### src/rtl/input_queues.sv
// Bank of independent circular FIFOs, one per scheduler input.
// Head words are presented combinationally from registered state; overflow/underflow are sticky.
module input_queues #(
    parameter int DATA_WIDTH = 16,
    parameter int N_INPUTS   = 4,
    parameter int DEPTH      = 4
) (
    input  logic                           clk,
    input  logic                           rst,
    input  logic [N_INPUTS-1:0]            push,
    input  logic [DATA_WIDTH*N_INPUTS-1:0] d_in,
    input  logic [N_INPUTS-1:0]            pop,
    output logic [DATA_WIDTH*N_INPUTS-1:0] q_out,
    output logic [N_INPUTS-1:0]            empty,
    output logic [N_INPUTS-1:0]            full,
    output logic [N_INPUTS-1:0]            overflow,
    output logic [N_INPUTS-1:0]            underflow
);

    localparam int PW = $clog2(DEPTH);
    localparam int CW = $clog2(DEPTH + 1);

    for (genvar g = 0; g < N_INPUTS; g++) begin : g_q
        logic [DATA_WIDTH-1:0] mem [DEPTH];
        logic [PW-1:0]         wptr;
        logic [PW-1:0]         rptr;
        logic [CW-1:0]         cnt;
        logic                  is_empty;
        logic                  is_full;
        logic                  do_push;
        logic                  do_pop;
        logic                  ovf;
        logic                  unf;

        assign is_empty = (cnt == '0);
        assign is_full  = (cnt == CW'(DEPTH));
        // A pop on a full queue frees the slot the push needs; a pop on an empty queue never sees the push.
        assign do_push  = push[g] && (!is_full || pop[g]);
        assign do_pop   = pop[g] && !is_empty;

        // DEPTH is a power of two, so natural pointer rollover is the modulo-DEPTH wrap.
        always_ff @(posedge clk or negedge rst) begin
            if (!rst) begin
                wptr <= '0;
                rptr <= '0;
                cnt  <= '0;
                ovf  <= 1'b0;
                unf  <= 1'b0;
            end else begin
                if (do_push)
                    wptr <= wptr + PW'(1);
                if (do_pop)
                    rptr <= rptr + PW'(1);
                case ({do_push, do_pop})
                    2'b10:   cnt <= cnt + CW'(1);
                    2'b01:   cnt <= cnt - CW'(1);
                    default: cnt <= cnt;
                endcase
                if (push[g] && is_full && !pop[g])
                    ovf <= 1'b1;
                if (pop[g] && is_empty)
                    unf <= 1'b1;
            end
        end

        always_ff @(posedge clk) begin
            if (do_push)
                mem[wptr] <= d_in[g*DATA_WIDTH +: DATA_WIDTH];
        end

        assign q_out[g*DATA_WIDTH +: DATA_WIDTH] = is_empty ? '0 : mem[rptr];
        assign empty[g]     = is_empty;
        assign full[g]      = is_full;
        assign overflow[g]  = ovf;
        assign underflow[g] = unf;
    end

endmodule

### config.mk
export PLATFORM = sky130hd
export DESIGN_NAME = input_queues
export DESIGN_NICKNAME = d
export VERILOG_FILES = /design/src/rtl/input_queues.sv
export SDC_FILE = /design/constraint.sdc
export NUM_CORES = 1
export LEC_CHECK = 0
export CAP_MARGIN = 15
export CORE_MARGIN = 1
export CORE_UTILIZATION = 50
export DETAILED_ROUTE_END_ITERATION = 8
export GPL_TIMING_DRIVEN = 1
export PLACE_DENSITY = 0.73
export SYNTH_ARGS = -nofsm -noshare
export SYNTH_HDL_FRONTEND = slang
export SYNTH_SLANG_ARGS = --single-unit
### constraint.sdc
create_clock -name clk -period 1.9 [get_ports clk]
set_clock_uncertainty 0.05 [all_clocks]
set_input_delay 0.38 -clock clk [delete_from_list [all_inputs] [get_ports clk]]
set_output_delay 0.38 -clock clk [all_outputs]
set_load 0.01 [all_outputs]
; ---- Word level (Yosys, flattened, before mapping)
; Memories as Yosys holds them, arrays and structs flattened.
; Index checks and enable logic that the tools add are counted.
[op_classes]
add_sub_neg = 16
n_eq_ne = 12
mux = 16
reduce_logical = 44
[op_table]
columns = op, count
row1 = 16-bit 2-to-1 mux, 4
row2 = 3-bit case mux with 2 select lines, 4
row3 = 1-bit logical AND, 20
row4 = "2-bit by 1-bit adder with 2-bit output, second input constant", 8
row5 = "3-bit by 1-bit adder with 3-bit output, second input constant", 4
row6 = "3-bit == test, second input constant", 4
row7 = 1-bit logical NOT, 12
row8 = 3-bit logical NOT, 4
row9 = "3-bit by 1-bit subtractor with 3-bit output, second input constant", 4
row10 = "2-bit by 1-bit == test with 1-bit output, second input constant", 4
row11 = "2-bit == test, second input constant", 4
row12 = 1-bit 2-to-1 mux, 8
row13 = 2-bit nonzero test, 4
row14 = 1-bit logical OR, 4
[totals]
register_bits = 36
ramBits = 256
inputBits = 74
wordCells = 112
n_memories = 4
[mem_list]
columns = name, depth, word_bits, read_ports, rd_ports_with_merged_regs, write_ports, line
row1 = g_q[0].mem, 4, 16, 1, 0, 1, 24  ; logic [DATA_WIDTH-1:0] mem [DEPTH];
row2 = g_q[1].mem, 4, 16, 1, 0, 1, 24
row3 = g_q[2].mem, 4, 16, 1, 0, 1, 24
row4 = g_q[3].mem, 4, 16, 1, 0, 1, 24

; ---- Longest topological paths before layout
; Gate-level depths: netlist of run 1.
[depth]
ltp_word = 6
depth_mapped = 9

; ---- Worst setup path after synthesis of run 1
; No wires, ideal clock.
[synth_timing]
path_kind = register to register
start = register g_q[0].cnt[0]
end = register g_q[0].cnt[2]
setup_ns = 0.079
arrival_ns = 1.830
required_time_ns = 1.771
slack_ns = -0.059
path_stages_with_launch = 10
n_path_buf = 0
cell_sequence = dfrtp_1 -> nor3b_2 -> a21boi_1 -> inv_1 -> ha_1 -> inv_1 -> fa_1 -> xor2_1 -> nor2_1 -> xor2_1
[synth_between]
elab_chain_len = 6
word_cells_on_any_way = 13
[synth_lines]
columns = element, line
row1 = from (decl), 27  ; logic [CW-1:0] cnt;
row2 = from (signal assigned), 55  ; 2'b10: cnt <= cnt + CW'(1);
row3 = from (signal assigned), 56  ; 2'b01: cnt <= cnt - CW'(1);
row4 = from (signal assigned), 57  ; default: cnt <= cnt;
row5 = 3-bit == test (*), 36  ; assign is_full = (cnt == CW'(DEPTH));
row6 = via g_q[0].is_full, 29  ; logic is_full;
row7 = 1-bit logical NOT (*), 38  ; assign do_push = push[g] && (!is_full || pop[g]);
row8 = 1-bit logical OR (*), 38
row9 = 1-bit logical AND (*), 38
row10 = 2-bit by 1-bit == test with 1-bit output or 2-bit == test (tied branches), 54  ; case ({do_push, do_pop})
row11 = 3-bit case mux with 2 select lines or 2-bit nonzero test (tied branches), -
; The timed path passes the listed nets; every way through them passes the cells marked *.
; A chain may end at the register's enable or synchronous reset.

; ---- Worst setup path after layout of run 1
[layout_timing]
start = register g_q[1].rptr[0]
end = output q_out[24]
[layout_between]
elab_chain_len = 2
[layout_lines]
columns = element, line
row1 = from (decl), 26  ; logic [PW-1:0] rptr;
row2 = from (signal assigned), 53  ; rptr <= rptr + PW'(1);
row3 = memory read 4 x 16 bit, -
row4 = 16-bit 2-to-1 mux, 71  ; assign q_out[g*DATA_WIDTH +: DATA_WIDTH] = is_empty ? '0 : mem[rptr];
row5 = to (decl), 13  ; output logic [DATA_WIDTH*N_INPUTS-1:0] q_out,
; Every way passes these cells.

==> out/metrics.csv, run 1 <==
stage,metric,value,unit
detailed_routing,drt_first_pass_iters,4,
clocking,root_buffer,clkbuf_16,
placement,dp_hpwl,14400,µm
yosys,ys.warnings.count,0,
sta,rsz0062_at_grt,yes,
cells_and_area,multi_input_area,3240,µm²
worst_setup_path,required,1.47,ns
detailed_routing,drtAntennaViolNets,0,
cells_and_area,finalInstanceArea,16600,µm²
floorplanning,die-area,24500,µm²
sta,whs,0.308,ns
grt,grt_use_total,0.200,
detailed_routing,drcViolationCount,0,
detailed_routing,wl_per_cell,20.2,µm
worst_setup_path,crit_path_end_kind,output port,
cells_and_area,drive_above_1_share,0.463,
sta,finalCritPeriodShare,1.28,
grt,grt_max_degree,20,
yosys,ys_seq_area_frac,0.719,
yosys,syn_area_per_cell,20.0,µm²
worst_setup_path,regToRegStartpoint,g_q[3].cnt[0]$_DFFE_PN0P_,
floorplanning,core,23500,µm²
yosys,synth_top_area_cell,edfxtp_1,
worst_setup_path,reg2reg_depth,11,
sta,slew_headroom,0.639,
cells_and_area,areaGrowthSynthToFinish,39.0,%
pwr,power_density,1680,nW/µm²
floorplanning,dieWidth,157,µm
worst_setup_path,cp-start-kind,register,
placement,pre_cts_slack,-0.464,ns
worst_hold_path,hold_path_class,in2async,
status,violations,setup timing,
status,status,"finished, violations left",
clocking,cts_tree,built,
yosys,ys_async_sr_fraction,0.123,
placement,placement.io_buffers,153,
cells_and_area,diodes,0,
floorplanning,io_pins,154,
yosys,synth-seq-cells,292,
clocking,cts.clk_slew.worst_paths,0.06,ns
detailed_routing,vias_per_cell,5.17,
yosys,syn_area,11900,µm²
clocking,cts_max_level,1,
clocking,clk_latency,0.54,ns
grt,antenna_found_initial,0,
clocking,cts_buffers,30,
grt,grt_pass1_wl,37000,µm
yosys,syn_inst,598,
pwr,leakage,6.29,nW
grt,grt_pass1_vias,6752,
sta,setup_viol,80,
floorplanning,die_y,157,µm
cells_and_area,nFillCells,1430,
clocking,cts.path.max_buffers,3,
placement,post_dp_cell_area,14400,µm²
sta,slew_viol_final,0,
worst_setup_path,worst-r2r-setup-slack,-0.24,ns
floorplanning,start_util,0.509,
sta,hold_viol,0,
run,cap_violations,0,
yosys,synth_cell_types,27,
yosys,synth.net_count,696,
sta,tightestPinTransition,0.542,ns
yosys,ys_top_cells_by_count,"edfxtp_1 (256), nor2b_1 (61), dfrtp_1 (36), mux4_1 (32), mux4_2 (32)",
worst_setup_path,critPathKind,reg2out,
sta,setup_ws,-0.535,ns
yosys,synth_ff_type,edfxtp_1,
floorplanning,rows,56,
cells_and_area,nets,988,
grt,grt_overflow,0,
pwr,ir_worst_vdd,1.10,mV
placement,gp_congestion,0.780,
detailed_routing,wl,24900,µm
cells_and_area,seqCellArea,8600,µm²
sta,fmax,411,MHz
yosys,synthTopCellsByArea,"edfxtp_1 (64%), dfrtp_1 (7.5%), mux4_1 (7.0%)",
yosys,yosysMostFrequentCell,edfxtp_1,
cells_and_area,utilization,0.707,
worst_setup_path,critPathArrivalTime,2.00,ns
detailed_routing,drt_iter0_drc,298,
sta,fin_crit,2.43,ns
worst_setup_path,critPathMaxFanout,6,
detailed_routing,vias,6372,
yosys,synth_edf_count,256,
clocking,clock-sinks,292,
worst_setup_path,rr_endpoint,g_q[3].cnt[2]$_DFFE_PN0P_,
yosys,synth_top_area_share,0.644,
## per-layer routing
metal | track usage | up-vias | part of all wire
met5 | 0 | - | 0
met4 | 0.0532 | 0 | 0.025
met3 | 0.0341 | 51 | 0.047
met2 | 0.350 | 192 | 0.52
met1 | 0.258 | 3269 | 0.41
li1 | - | 2860 | -
## power breakdown
group | internal [mW] | switching [mW]
Sequential | 8.59 | 0.613
Clock | 3.59 | 2.31
Combinational | 7.53 | 5.27
## through the flow
| stage | power (mW) | setup TNS, ns | std cells |
|---|---|---|---|
| after floorplan | 14.5 | -0.0224 | 598 |
| after global placement | 18.8 | -38.00 | 1097 |
| after detailed placement | 19.2 | -43.29 | 1097 |
| after CTS | 26.9 | -33.37 | 1214 |
| after global routing | 29.2 | -38.90 | 1233 |
| final | 27.9 | -31.12 | 1233 |
## flip-flops by register name (all words and copies together) (netlist names)
signal / flops
g_q.mem: 256
g_q.unf: 4
g_q.rptr: 8
g_q.cnt: 12
g_q.wptr: 8
g_q.ovf: 4
## cell families after synthesis
family | count (synthesis) | synth area share
flops | 292 | 0.719
simple gates | 106 | 0.0553
mux | 70 | 0.136
xor+xnor | 24 | 0.0176
compound gates | 14 | 0.00880
buf+inv | 68 | 0.0355
fa+ha+maj | 24 | 0.0277
## cell usage in the layout, fill, tap and decap left out, drive strengths merged
master / synthesis / routed
xor2: 16 / 16
and2: 16 / 16
bufinv: 0 / 3
buf: 35 / 214
nor2b: 64 / 64
nor2: 12 / 12
dlygate4sd2: 0 / 4
clkinvlp: 0 / 1
clkinv: 0 / 6
clkbuf: 5 / 50
a21o: 4 / 4
dfrtp: 36 / 36
nor3: 4 / 4
fa: 4 / 4
dlygate4sd3: 0 / 1
xnor2: 8 / 8
nor3b: 4 / 4
ha: 20 / 20
mux2i: 2 / 2
o21ai: 2 / 2
clkdlybuf4s50: 0 / 72
edfxtp: 256 / 256
a21boi: 4 / 4
inv: 28 / 29
dlymetal6s2s: 0 / 4
mux4: 64 / 64
nand2: 6 / 6
mux2: 4 / 4
a31o: 4 / 4
## worst max path at each step
stage / start / endpoint / slack (ns) / cells after the start
finish: g_q[1].rptr[0]$_DFFE_PN0P_ / q_out[24] / -0.53 / 5
global route: g_q[1].rptr[0]$_DFFE_PN0P_ / q_out[30] / -0.60 / 5
CTS: g_q[0].rptr[0]$_DFFE_PN0P_ / q_out[1] / -0.54 / 5
detailed placement: pop[2] / g_q[2].cnt[2]$_DFFE_PN0P_ / -0.46 / 9
global placement: pop[2] / g_q[2].cnt[2]$_DFFE_PN0P_ / -0.38 / 9
floorplan: g_q[0].cnt[0]$_DFFE_PN0P_ / g_q[0].cnt[2]$_DFFE_PN0P_ / -0.02 / 9
## critical path, stage by stage, from the launching register on
cell and delay (ns):
dfrtp_1 0.43, buf_6 0.17, buf_6 0.11, mux4_2 0.50
nor2b_4 0.15, buf_6 0.11
## repair_timing
item,in CTS,in global routing
hold buffers,1,0
gates cloned,4,4
setup endpoints to repair,81,118
endpoints found under the hold margin,18,0
resized for setup,465,75
setup buffers,56,22
pin swaps,17,21
## layout make-up
type                    instances  share of cell area
clock buffers                  45              0.0529
clock inverters                11             0.00814
inverters                      28             0.00648
multi-input cells             238               0.195
flip-flops and latches        292               0.518
well taps                     319              0.0240
repair buffers                300               0.195
(Power assumes the default switching activity.)
==> run 2: changes to the inputs <==
Settings changed: CORE_UTILIZATION 50 to 57, DONT_BUFFER_PORTS set to 1, PLACE_DENSITY 0.73 to 0.72.
==> run 2 against run 1 <==
Against the previous run:
- the flow still finishes with violations (setup timing)
- cell count down 15%
- via count down 7.2%
- maximum frequency increased by 5.2%
- final area fell by 7.0%
- setup slack better by 0.12 ns
- critical endpoint is now q_out[7]
- largest power group unchanged
==> out/metrics.csv, run 2 (synthesized netlist as in run 1, its figures left out) <==
stage,metric,value,unit,change
status,status,"finished, violations left",,
status,violations,setup timing,,
sta,hold_viol,0,,unchanged
worst_setup_path,regToRegStartpoint,g_q[2].cnt[0]$_DFFE_PN0P_,,
sta,finalCritPeriodShare,1.22,,-0.0629
detailed_routing,drt_first_pass_iters,6,,+2
worst_setup_path,critPathMaxFanout,4,,-2
placement,pre_cts_slack,-0.0385,ns,+0.425 ns
detailed_routing,drcViolationCount,0,,unchanged
cells_and_area,layout_commonest_cell,edfxtp_1,,
floorplanning,core,20400,µm²,-13%
sta,fin_crit,2.32,ns,-0.119 ns
sta,slew_viol_final,0,,unchanged
sta,rsz0062_at_grt,yes,,
pwr,power_density,1640,nW/µm²,-2.5%
detailed_routing,vias_per_cell,5.62,,+8.8%
grt,grt_overflow,0,,unchanged
cells_and_area,utilization,0.758,,+0.0512
worst_setup_path,critPathKind,reg2out,,
cells_and_area,finalInstanceArea,15400,µm²,-7.0%
clocking,cts_buffers,29,,-3.3%
worst_setup_path,worst-r2r-setup-slack,-0.15,ns,+0.09 ns
cells_and_area,nets,858,,-13%
worst_setup_path,crit_path_end_kind,output port,,
cells_and_area,regMostFlops,g_q.mem,,
placement,dpl.cell_count,881,,-20%
pwr,finalPower,25.3,mW,-9.3%
cells_and_area,drive_above_1_share,0.397,,-0.0659
detailed_routing,drtAntennaViolNets,0,,unchanged
pwr,ir_worst_vdd,1.22,mV,+11%
grt,grt_use_total,0.223,,+0.0230
worst_hold_path,hold_start,pop[3],,
clocking,cts.clk_slew.worst_paths,0.06,ns,about the same
cells_and_area,stdcell_count,1052,,-15%
floorplanning,io_pins,154,,unchanged
clocking,clk_latency,0.53,ns,about the same
clocking,cts_tree,built,,
cells_and_area,layout_common_cells,"edfxtp_1 (256), dlygate4sd3_1 (73), mux4_2 (64)",,
clocking,root_buffer,clkbuf_16,,
grt,grt_max_degree,37,,+85%
run,cap_violations,0,,unchanged
placement,gp_congestion,0.708,,-9.2%
sta,setup_viol,78,,-2.5%
sta,fin_tns_setup,-22.54,ns,+8.58 ns
placement,placement.io_buffers,0,,-100%
sta,tightestPinTransition,0.394,ns,-0.148 ns
floorplanning,start_util,0.587,,+0.0777
clocking,clock-sinks,292,,unchanged
sta,slew_headroom,0.737,,+0.0987
floorplanning,die_y,147,µm,-6.3%
pwr,leakage,5.72,nW,-9.0%
worst_setup_path,required,1.47,ns,about the same
detailed_routing,wl,24800,µm,-0.44%
sta,whs,0.0523,ns,-0.256 ns
cells_and_area,layout_top_registers,"g_q.mem: 256 flops, g_q.cnt: 12 flops",,
clocking,cts_max_level,1,,unchanged
worst_setup_path,critPathArrivalTime,1.89,ns,-0.11 ns
floorplanning,dieWidth,147,µm,-6.3%
clocking,cts.path.max_buffers,3,,unchanged
detailed_routing,vias,5916,,-7.2%
floorplanning,rows,52,,-7.1%
cells_and_area,areaGrowthSynthToFinish,29.3,%,
placement,dp_hpwl,13100,µm,-9.4%
detailed_routing,wl_per_cell,23.5,µm,+17%
sta,setup_ws,-0.416,ns,+0.119 ns
grt,grt_pass1_wl,35900,µm,-3.0%
grt,grt_pass1_vias,6394,,-5.3%
sta,fmax,432,MHz,+5.2%
worst_hold_path,hold_path_class,in2reg,,
grt,antenna_found_initial,1,,+1
placement,post_dp_cell_area,12600,µm²,-13%
detailed_routing,drt_iter0_drc,230,,-23%
worst_setup_path,crit_path_start,g_q[0].rptr[0]$_DFFE_PN0P_,,
worst_setup_path,cp-start-kind,register,,
cells_and_area,largest_reg_flops,256,,unchanged
floorplanning,die-area,21500,µm²,-12%
[run 2: final timing paths]
kind	to	depth (start not counted)
worst max register to register	g_q[2].cnt[2]$_DFFE_PN0P_	11
worst max-delay path	q_out[7]	4
worst min-delay path	g_q[3].rptr[1]$_DFFE_PN0P_	3
max in group asynchronous	g_q[0].rptr[0]$_DFFE_PN0P_	2
worst min register to register	g_q[1].unf$_DFFE_PN0P_	1
min in group asynchronous	g_q[2].wptr[1]$_DFFE_PN0P_	2
[run 2: what timing repair did]
item	4_1_cts	5_1_grt
hold endpoints to repair	300	0
setup endpoints to repair	72	79
gates cloned	8	6
hold buffers	74	0
setup buffers	17	18
pin swaps	9	13
gates resized for setup	129	111
[run 2: area by class of cell]
cell class / count / area, µm²
Clock buffer: 40 / 787
Timing Repair Buffer: 171 / 2090
Antenna cell: 1 / 2.50
Sequential cell: 292 / 8600
Multi-Input combinational cell: 238 / 3420
Clock inverter: 12 / 108
Inverter: 28 / 105
Fill cell: 1073 / 4920
Tap cell: 270 / 338
[run 2: per-layer routing]
layer	global-route usage	wire length (µm)	vias up
li1	-	-	2591
met2	0.397	13300	180
met4	0.0698	762	0
met1	0.273	9380	3089
met3	0.0457	1290	56
met5	0	0	-
[run 2: critical path, cell delays in order (launching register included)]
cell	delay [ns]
dfrtp_2	0.42
clkbuf_16	0.17
buf_8	0.11
mux4_2	0.50
nor2b_4	0.15
[run 2: report_power, final]
| part | leakage (nW) | switching [mW] | internal (mW) |
|---|---|---|---|
| Clock | 0.437 | 2.22 | 3.14 |
| Combinational | 2.54 | 4.76 | 5.83 |
| Sequential | 2.75 | 0.759 | 8.60 |
| Total | 5.72 | 7.74 | 17.6 |
==> run 3: changes to the inputs <==
Settings changed: TNS_END_PERCENT set to 20.
==> run 3 against run 2 <==
Against the previous run:
- first-iteration DRC count shrank 2.2%
- sequential power shrank 2%
- routed wire length shrank 14%
- critical path type unchanged
- flip-flop and latch count is the same
- register-to-register slack lost 0.05 ns
- clock-buffer cell count grew 4
- maximum frequency grew 1.2%
- the flow still finishes with violations (setup timing)
- critical endpoint is now q_out[36]
- global-route usage shrank 1.7 points
==> out/metrics.csv, run 3 (synthesized netlist as in run 1, its figures left out) <==
stage,metric,value,unit,change
worst_setup_path,max_stage_delay,0.48,ns,-0.02 ns
clocking,root_buffer,clkbuf_16,,
clocking,clk_latency,0.53,ns,about the same
pwr,pwr-share-comb,0.360,,-0.059
placement,dp_hpwl,13100,µm,+0.13%
detailed_routing,wl_met3,1180,µm,-8.0%
placement,dpl.cell_count,891,,+1.1%
grt,grt_pass1_vias,6271,,-1.9%
worst_setup_path,critPathBufInv,2,,unchanged
clocking,cts_max_level,1,,unchanged
cells_and_area,layout_commonest_cell,edfxtp_1,,
grt,grt_max_degree,37,,unchanged
grt,grt_overflow,0,,unchanged
pwr,power_density,1560,nW/µm²,-5.1%
sta,hold_viol,0,,unchanged
cells_and_area,seqCellArea,8590,µm²,about the same
clocking,cts.path.max_buffers,3,,unchanged
clocking,cts_tree,built,,
detailed_routing,dr_wl_met2,11200,µm,-16%
pwr,ir_worst_vdd,1.10,mV,-9.9%
floorplanning,core,20400,µm²,unchanged
sta,setup_viol,73,,-6.4%
floorplanning,io_pins,154,,unchanged
status,violations,setup timing,,
worst_hold_path,hold_path_depth,3,,unchanged
worst_setup_path,cp-start-kind,register,,
pwr,leakage,5.27,nW,-7.9%
sta,tightestPinTransition,0.341,ns,-0.0537 ns
floorplanning,dieWidth,147,µm,unchanged
worst_setup_path,critPathArrivalTime,1.86,ns,-0.03 ns
placement,placement.io_buffers,0,,unchanged
clocking,clock-sinks,292,,unchanged
cells_and_area,layout_common_cells,"edfxtp_1 (256), dlygate4sd3_1 (73), mux4_2 (51), buf_4 (51), nor2b_1 (38)",,
detailed_routing,vias_per_cell,5.51,,-2.0%
floorplanning,die_y,147,µm,unchanged
worst_setup_path,reg2reg_depth,9,,-2
cells_and_area,nets,832,,-3.0%
floorplanning,start_util,0.587,,unchanged
cells_and_area,drive_above_1_share,0.283,,-0.114
placement,gp_congestion,0.742,,+4.7%
worst_setup_path,critPathKind,reg2out,,
worst_setup_path,path_delay_family,multiplexers,,
clocking,cts_buffers,29,,unchanged
pwr,p_clk_frac,0.231,,+0.019
cells_and_area,largest_reg_flops,256,,unchanged
worst_hold_path,hold_start,pop[3],,
grt,grt_use_total,0.205,,-0.0171
worst_setup_path,crit_top_cell,buf_6,,
detailed_routing,vias,5652,,-4.5%
cells_and_area,regMostFlops,g_q.mem,,
pwr,swShare,0.306,,about the same
detailed_routing,highest_layer,met4,,
pwr,switchingPower,6.87,mW,-11%
placement,post_dp_cell_area,12500,µm²,-0.62%
floorplanning,die-area,21500,µm²,unchanged
sta,slew_viol_final,0,,unchanged
detailed_routing,drtAntennaViolNets,0,,unchanged
sta,slew_headroom,0.772,,+0.0353
detailed_routing,drt_iter0_drc,225,,-2.2%
sta,rsz0062_at_grt,yes,,
cells_and_area,nFillCells,1213,,+13%
detailed_routing,wl_per_cell,20.8,µm,-12%
cells_and_area,diodes,0,,-1
worst_setup_path,crit_path_end_kind,output port,,
worst_setup_path,regToRegStartpoint,g_q[3].cnt[2]$_DFFE_PN0P_,,
pwr,p_seq_frac,0.409,,+0.039
worst_setup_path,crit_path_start,g_q[2].rptr[0]$_DFFE_PN0P_,,
worst_setup_path,crit_slowest_cell,mux4_2,,
sta,finalCritPeriodShare,1.20,,-0.0150
detailed_routing,drcViolationCount,0,,unchanged
grt,grt_pass1_wl,33800,µm,-5.9%
detailed_routing,wl,21300,µm,-14%
floorplanning,rows,52,,unchanged
cells_and_area,layout_top_registers,"g_q.mem: 256 flops, g_q.cnt: 12 flops",,
detailed_routing,drt_first_pass_iters,4,,-2
grt,antenna_found_initial,0,,-1
sta,fmax,437,MHz,+1.2%
pwr,p_int,15.6,mW,-11%
worst_setup_path,critPathMaxFanout,8,,+4
worst_setup_path,crit_chain,"buf_6, buf_6, mux4_2, nor2b_4",,
sta,fin_crit,2.29,ns,-0.0285 ns
sta,setup_ws,-0.387,ns,+0.0285 ns
detailed_routing,met1Wirelength,8440,µm,-10%
clocking,cts.clk_slew.worst_paths,0.06,ns,about the same
cells_and_area,multi_input_area,3090,µm²,-9.5%
cells_and_area,finalInstanceArea,14400,µm²,-6.5%
worst_hold_path,hold_path_class,in2reg,,
worst_setup_path,worstSetupPathDepth,4,,unchanged
worst_setup_path,required,1.47,ns,about the same
cells_and_area,stdcell_count,1026,,-2.5%
run,cap_violations,0,,unchanged
status,status,"finished, violations left",,
cells_and_area,areaGrowthSynthToFinish,20.9,%,
==> run 3: area by class of cell <==
| class | instances | area share |
|---|---|---|
| clock buffers | 44 | 0.0576 |
| repair buffers | 145 | 0.0995 |
| multi-input cells | 238 | 0.214 |
| clock inverters | 9 | 0.00303 |
| inverters | 28 | 0.00728 |
| flip-flops and latches | 292 | 0.595 |
| well taps | 270 | 0.0234 |
==> run 3: worst paths after layout <==
path / endpoint / slack, ns
hold / removal: g_q[3].rptr[1]$_DFFE_PN0P_ / 0.04
min in group asynchronous: g_q[1].rptr[0]$_DFFE_PN0P_ / 0.32
hold reg to reg: g_q[0].cnt[2]$_DFFE_PN0P_ / 0.48
max in group asynchronous: g_q[0].rptr[0]$_DFFE_PN0P_ / 1.26
setup / recovery: q_out[36] / -0.39
setup reg to reg: g_q[3].cnt[2]$_DFFE_PN0P_ / -0.20
==> run 3: power by group through the flow <==
stage               combinational, mW  clock (mW)  sequential, mW
finish                           8.07        5.20            9.19
global route                     8.72        5.52            9.32
CTS                              8.00        5.28            9.18
detailed placement               6.96           0            9.27
global placement                 6.75           0            9.15
floorplan                        5.48           0            9.05
==> run 3: routing by layer <==
| layer | global-route usage | vias to the layer above |
|---|---|---|
| li1 | - | 2548 |
| met1 | 0.253 | 2919 |
| met2 | 0.367 | 149 |
| met3 | 0.0453 | 36 |
| met4 | 0.0563 | 0 |
| met5 | 0 | - |
==> run 3: worst register-to-register path: stages (launching register included) <==
cell and delay, ns:
dfrtp_1 0.42, nor3b_2 0.27, a21boi_2 0.10, inv_1 0.07
ha_2 0.20, inv_1 0.06, fa_1 0.38, xor2_1 0.16
nor2_1 0.13, xor2_1 0.17
==> run 3: metrics by stage <==
stage	hold WS [ns]	utilization	total power, mW	TNS (ns)	worst slack [ns]
floorplan	0.0344	-	14.5	-0.0995	-0.0229
detailed placement	0.0354	0.616	16.2	-0.481	-0.147
global route	0.0566	0.709	23.6	-27.01	-0.447
CTS	0.0167	0.707	22.5	-24.76	-0.421
global placement	0.0353	0.616	15.9	0	0.0424
finish	0.0395	0.709	22.5	-21.67	-0.387
==> run 3: repair_timing <==
item / in CTS / in global routing
setup buffers: 5 / 2
endpoints found under the setup margin: 73 / 75
resized for setup: 67 / 31
hold endpoints to repair: 300 / 0
hold buffers: 74 / 0
cloned: 2 / 1
pin swaps: 2 / 2
==> patch, RTL diff (flow settings as in run 3) <==
Reset style: synchronous (`rst`), changed in one clocked block.
--- a/src/rtl/input_queues.sv
+++ b/src/rtl/input_queues.sv
@@ -40,5 +40,5 @@
 
         // DEPTH is a power of two, so natural pointer rollover is the modulo-DEPTH wrap.
-        always_ff @(posedge clk or negedge rst) begin
+        always_ff @(posedge clk) begin
             if (!rst) begin
                 wptr <= '0;
Function: differs if rst is asserted again (counterexample within 4 cycles, from zero or initial values and one cycle with rst low); with rst held inactive, the same outputs for 4 cycles.
==> patch against run 3 <==
The flow still finishes with violations (negative setup slack). Setup slack better by 0.015 ns. Sequential cell count up 8. Final cell count up 5.3%. Final area up 5.7%. Routed wire length up 7.8%. Count of clock-buffer cells in the layout down 4. Total power down 3.5%. Area after synthesis up 4.4%. Critical endpoint is now q_out[44]. Largest cell class unchanged.
==> patch: results (changes against run 3) <==
hold path depth 2 (-1); met2 usage 37.71% (+1.0 points); initial detailed-routing violation count 286 (+27%); Post-CTS Setup Bufs 2 (-3); largest cells by area after synthesis edfxtp_1, mux4_2, dfxtp_1; Placed Cells 949 (+6.5%); critical path fanouts, max 6 (-2); Hold Path Origin rst; Mapped Nets 763 (+9.6%); DRT Wirelength 22.97 mm (+7.8%); share of layout cells above drive strength 1 33.17% (+4.9 points); WP data arrival 1.84 ns (-0.02 ns); reg2reg setup slack -0.15 ns (+0.05 ns); final net count 882 (+6.0%); Final Setup Violations 72 (-1.4%); clock buf count 40 (-9.1%); first-pass GRT wire length 35.11 mm (+3.8%); pwr dens 1421 nW/um^2 (-8.7%); Met2 Wirelength 12.31 mm (+9.9%); Compound-Gate Fraction of Synth Area 1.887% (+1.0 points); failing checks negative setup slack; most instantiated cells after synthesis edfxtp_1, dfxtp_1, mux4_2, nor2b_4, nor2b_1; Layout non-clock buf frac 9.858% (-0.092 points); GR Layer Usage met1 24.53% (-0.76 points); nonclk buf count 132 (-9.0%); Async SR Flop Fraction 0% (-12 points); clock network area share 6.742% (+0.67 points); Routability Congestion 0.7316 (-1.3%); multi-input combinational area share 24.07% (+2.7 points); Synth Area per Inst 18.75 sq um (-6.1%); Reg2Reg Capture Point g_q[1].cnt[2]; Max VDD drop 0.9961 mV (-9.5%); Seq/Total Area, Yosys 68.73% (-3.2 points); CP max stage delay 0.50 ns (+0.02 ns); multiplexer share of the synthesized area 12.93% (-0.69 points); post-route setup slack -0.3719 ns (+0.01519 ns); Hold Path Sink g_q[2].rptr[0]; # resized after CTS 64 (-4.5%); status complete, but fails checks; Clk Latency, worst-skew pair 0.55 ns (+0.02 ns); routed wl met3 1.292 mm (+9.3%); number of global-route vias before repair 6505 (+3.7%); Seq area share 56.38% (-3.1 points)
-- patch: cell types whose count changed after synthesis, moves of 12 or more --
cell | before | now
dfrtp_1 | 36 | 0
xor2_1 | 16 | 4
nand2_1 | 6 | 28
o21ai_0 | 2 | 17
nor2b_4 | 3 | 40
dfxtp_1 | 0 | 44
nor2b_1 | 61 | 32
-- patch: power by group through the flow --
stage / Combinational [mW] / Clock [mW] / Sequential [mW]
floorplan: 4.99 / 0 / 8.24
finish: 7.34 / 6.09 / 8.25
detailed placement: 6.07 / 0 / 8.30
CTS: 7.15 / 6.19 / 8.23
global route: 7.84 / 6.44 / 8.31
global placement: 5.89 / 0 / 8.24
-- patch: stage by stage --
step | hold slack, ns | power [mW] | worst slack, ns
after CTS | 0.03439 | 21.57 | -0.4027
final | 0.06225 | 21.68 | -0.3719
after detailed placement | 0.4290 | 14.37 | -0.1164
after global routing | 0.06036 | 22.59 | -0.4319
after global placement | 0.4194 | 14.14 | -0.008077
after floorplan | 0.4060 | 13.23 | -0.04145
